===== src/rtl/hex_operand_entry.sv =====
// hex_operand_entry: assembles two 8-bit operands from hex key events and
// presents them to the adder datapath over a valid/ready handshake.
module hex_operand_entry (
    input  logic       Clk,
    input  logic       Rst,
    input  logic       KeyDigitValid,
    input  logic [3:0] KeyDigit,
    input  logic       KeyEnter,
    input  logic       KeyClear,
    input  logic       OpReady,
    output logic [7:0] OpA,
    output logic [7:0] OpB,
    output logic       OpValid,
    output logic [1:0] EntryState,
    output logic [1:0] DigitCnt
);

    typedef enum logic [1:0] {
        ENTER_A = 2'b00,
        ENTER_B = 2'b01,
        PRESENT = 2'b10
    } state_t;

    state_t     state_q, state_d;
    logic [7:0] opa_d, opb_d;
    logic       valid_d;
    logic [1:0] cnt_d;
    logic [1:0] cnt_inc;

    assign EntryState = state_q;

    // State and output registers; reset wins over every key event.
    always_ff @(posedge Clk) begin
        if (Rst) begin
            state_q  <= ENTER_A;
            OpA      <= '0;
            OpB      <= '0;
            OpValid  <= 1'b0;
            DigitCnt <= '0;
        end else begin
            state_q  <= state_d;
            OpA      <= opa_d;
            OpB      <= opb_d;
            OpValid  <= valid_d;
            DigitCnt <= cnt_d;
        end
    end

    // Next-state logic: KeyClear > KeyEnter > KeyDigitValid; only one acts.
    always_comb begin
        state_d = state_q;
        opa_d   = OpA;
        opb_d   = OpB;
        valid_d = OpValid;
        cnt_d   = DigitCnt;
        cnt_inc = (DigitCnt == 2'd2) ? 2'd2 : DigitCnt + 2'd1;

        if (KeyClear) begin
            state_d = ENTER_A;
            opa_d   = '0;
            opb_d   = '0;
            valid_d = 1'b0;
            cnt_d   = '0;
        end else begin
            case (state_q)
                ENTER_A: begin
                    if (KeyEnter) begin
                        state_d = ENTER_B;
                        cnt_d   = '0;
                    end else if (KeyDigitValid) begin
                        opa_d = {OpA[3:0], KeyDigit};
                        cnt_d = cnt_inc;
                    end
                end
                ENTER_B: begin
                    if (KeyEnter) begin
                        state_d = PRESENT;
                        valid_d = 1'b1;
                        cnt_d   = '0;
                    end else if (KeyDigitValid) begin
                        opb_d = {OpB[3:0], KeyDigit};
                        cnt_d = cnt_inc;
                    end
                end
                PRESENT: begin
                    // Operands frozen; keys ignored until the adder takes the pair.
                    if (OpValid && OpReady) begin
                        state_d = ENTER_A;
                        opa_d   = '0;
                        opb_d   = '0;
                        valid_d = 1'b0;
                        cnt_d   = '0;
                    end
                end
                default: begin
                    state_d = ENTER_A;
                    opa_d   = '0;
                    opb_d   = '0;
                    valid_d = 1'b0;
                    cnt_d   = '0;
                end
            endcase
        end
    end

endmodule


===== config.mk =====
export PLATFORM = sky130hd
export DESIGN_NAME = hex_operand_entry
export DESIGN_NICKNAME = d
export VERILOG_FILES = /design/src/rtl/hex_operand_entry.sv
export SDC_FILE = /design/constraint.sdc
export NUM_CORES = 1
export LEC_CHECK = 0
export ABC_CLOCK_PERIOD_IN_PS = 1800
export CAP_MARGIN = 20
export CORE_UTILIZATION = 42
export CTS_CLUSTER_DIAMETER = 120
export DETAILED_ROUTE_END_ITERATION = 8
export HOLD_SLACK_MARGIN = 0.05
export PLACE_DENSITY_LB_ADDON = 0.2
export SLEW_MARGIN = 30
export SYNTH_ARGS = -nofsm -noshare
export SYNTH_HDL_FRONTEND = slang
export SYNTH_SLANG_ARGS = --single-unit

===== constraint.sdc =====
create_clock -name Clk -period 1.8 [get_ports Clk]
set_clock_uncertainty 0.1 [all_clocks]
set_input_delay 0.27 -clock Clk [delete_from_list [all_inputs] [get_ports Clk]]
set_output_delay 0.27 -clock Clk [all_outputs]
set_load 0.03 [all_outputs]

==> impl_metrics.tcl <==
set metrics [dict create \
    drv_cap 0 \
    cts_made_buffers 3 \
    path_class "flop to primary output" \
    first_pass_iters 4 \
    cts_tree "built" \
    ys_seq_elements 21 \
    synth_top_area_cell "dfxtp_1" \
    multi_input_area_um2 384 \
    status "finished, final reports clean" \
    ir_drop_v 0.000509 \
    clkSinkCount 21 \
    grt_pass1_wl_um 2580 \
    required_ns 1.43 \
    syn2layout_area_growth_pct 48.3 \
    yosysUniqueCellTypes 26 \
    place_congestion 0.683 \
    cp_num_buf_inv 1 \
    cp_cell_sequence "clkdlybuf4s50_1" \
    port_buffers 30 \
    synth-async-reset-ratio_pct 0 \
    finalHoldViolations 0 \
    nets 122 \
    cp-start-kind "flop" \
    ys_top_cells_by_count "21 x dfxtp_1, 16 x a22o_1, 5 x nor2_1" \
    grt_antenna_before_repair 0 \
    drc_errors 0 \
    dieArea_um2 2150 \
    fp.dieH_um 46.4 \
    slew-limit-headroom_pct 77.3 \
    seqCellArea_um2 420 \
    drt_iter0_markers 7 \
    die_x_um 46.4 \
    seq_area_frac_synth_pct 50.8 \
    tightest_slew_ns 0.340 \
    finalSetupTns_ns 0 \
    ctsHoldBuffers 0 \
    timing.final.crit_share_pct 96.0 \
    grt_pass1_vias 620 \
    grt_use_total_pct 17.4 \
    cp_slowest_cell "clkdlybuf4s50_1" \
    power.leakage_nw 0.479 \
    vias 696 \
    finalCriticalPeriod_ns 1.73 \
    yosys-top-cells-area "dfxtp_1 51%, a22o_1 17%, mux2_2 2.7%" \
    hold_ws_ns 0.391 \
    syn_nets 83 \
    start_util_pct 46.5 \
    syn_area_um2 828 \
    end_kind "primary output" \
    arrival_ns 1.36 \
    viasPerCell 5.16 \
    core_area_um2 1780 \
    finalWirelength_um 1760 \
    cts_setup_buffers 0 \
    clock.fmax_mhz 579 \
    hpwl_um 1400 \
    n_fill_cell 154 \
    slew_violations 0 \
    cts.clk_slew.worst_paths_ns 0.11 \
    setup_viol_count_final 0 \
    syn_area_per_cell_um2 11.5 \
    drive_above_1_share_pct 17.3 \
    ios 31 \
    synth.most_common_cell "dfxtp_1" \
    grt_setup_unrepaired "no" \
    rows 15 \
    h-tree-depth 1 \
    clock_path_buffers 2 \
    synthCells 72 \
    cp_top_family "buffers and inverters" \
    gr-total-overflow 0 \
    cp_max_fo 4 \
    hp-class "flop to flop" \
    power_density_nw_per_um2 648 \
    synth_top_area_share_pct 50.8 \
    clkLatencyLatePin_ns 0.30 \
    diodes 0 \
    ys.flop_type "dfxtp_1" \
    synth.yosys.warnings 0 \
    crit_path_max_incr_delay_ns 0.68 \
    postRouteAntennaNets 0 \
    synth-edff-count 0 \
    cts-root-buf "clkbuf_4" \
    grt_max_degree 13 \
    avgRoutedWirePerCell_um 13.0 \
]
area by class of cell:
cell class                      count  area share, %
Clock buffer                        3           1.83
Clock inverter                      1          0.407
Inverter                            3          0.916
Multi-Input combinational cell     45           31.3
Sequential cell                    21           34.2
Tap cell                           25           2.55
Timing Repair Buffer               37           28.8
cells by family after synthesis:
logic type | synth area share, %
AOI/OAI and AO/OA | 26.7
DFF | 50.8
and+or+nand+nor | 14.4
buffers and inverters | 2.87
muxes | 2.72
xor gates and xnor gates | 1.06
adders and majority gates | 1.51
repair_timing:
| item | in CTS | in global routing |
|---|---|---|
| hold endpoints to repair | 0 | 0 |
| endpoints found under the setup margin | 1 | 1 |
| gates cloned | 0 | 0 |
| gates resized for setup | 1 | 1 |
cell usage in the layout (no fill, tap or decap), types with 2 or more instances in the layout:
| cell | netlist | routed |
|---|---|---|
| a21oi_1 | 3 | 3 |
| a22o_1 | 16 | 16 |
| a32oi_1 | 2 | 2 |
| buf_4 | 0 | 7 |
| clkbuf_4 | 0 | 3 |
| clkdlybuf4s50_1 | 0 | 28 |
| dfxtp_1 | 21 | 21 |
| inv_1 | 3 | 3 |
| mux2_2 | 2 | 2 |
| nor2_1 | 5 | 5 |
metrics by stage:
stage	std cells	util [%]	setup WS, ns	total power [mW]	area (um^2)
3_3_place_gp	131	67.3	-0.163	0.586	1200
6_report	135	68.9	0.0723	0.796	1230
4_1_cts	135	68.8	0.0275	0.804	1230
5_1_grt	135	68.9	0.0120	0.832	1230
3_5_place_dp	131	67.3	-0.208	0.589	1200
2_1_floorplan	72	-	0.167	0.535	828
flip-flops by register name, indices dropped and copies added (netlist names):
signal      flops
OpB             8
EntryState      2
DigitCnt        2
OpValid         1
OpA             8
report_power, final:
part | switching (mW) | internal [mW]
registers | 0.00407 | 0.470
logic | 0.0493 | 0.0540
clock network | 0.136 | 0.0828
total | 0.189 | 0.607
per-layer routing:
metal | up-vias | GRT usage [%] | part of all wire [%]
li1 | 351 | - | -
met1 | 324 | 20.5 | 45
met2 | 19 | 29.4 | 48
met3 | 2 | 5.88 | 5.7
met4 | 0 | 5.29 | 0.80
met5 | - | 0 | 0
worst paths after layout:
| check | from | end | slack [ns] | depth (start not counted) |
|---|---|---|---|---|
| worst max-delay path | DigitCnt[0] | DigitCnt[0] | 0.07 | 1 |
| worst min-delay path | OpB[4] | OpB[4] | 0.39 | 1 |
| worst max register to register | EntryState[0] | OpB[1] | 0.38 | 5 |
| worst min register to register | OpB[4] | OpB[4] | 0.39 | 1 |
(Power assumes the default switching activity.)
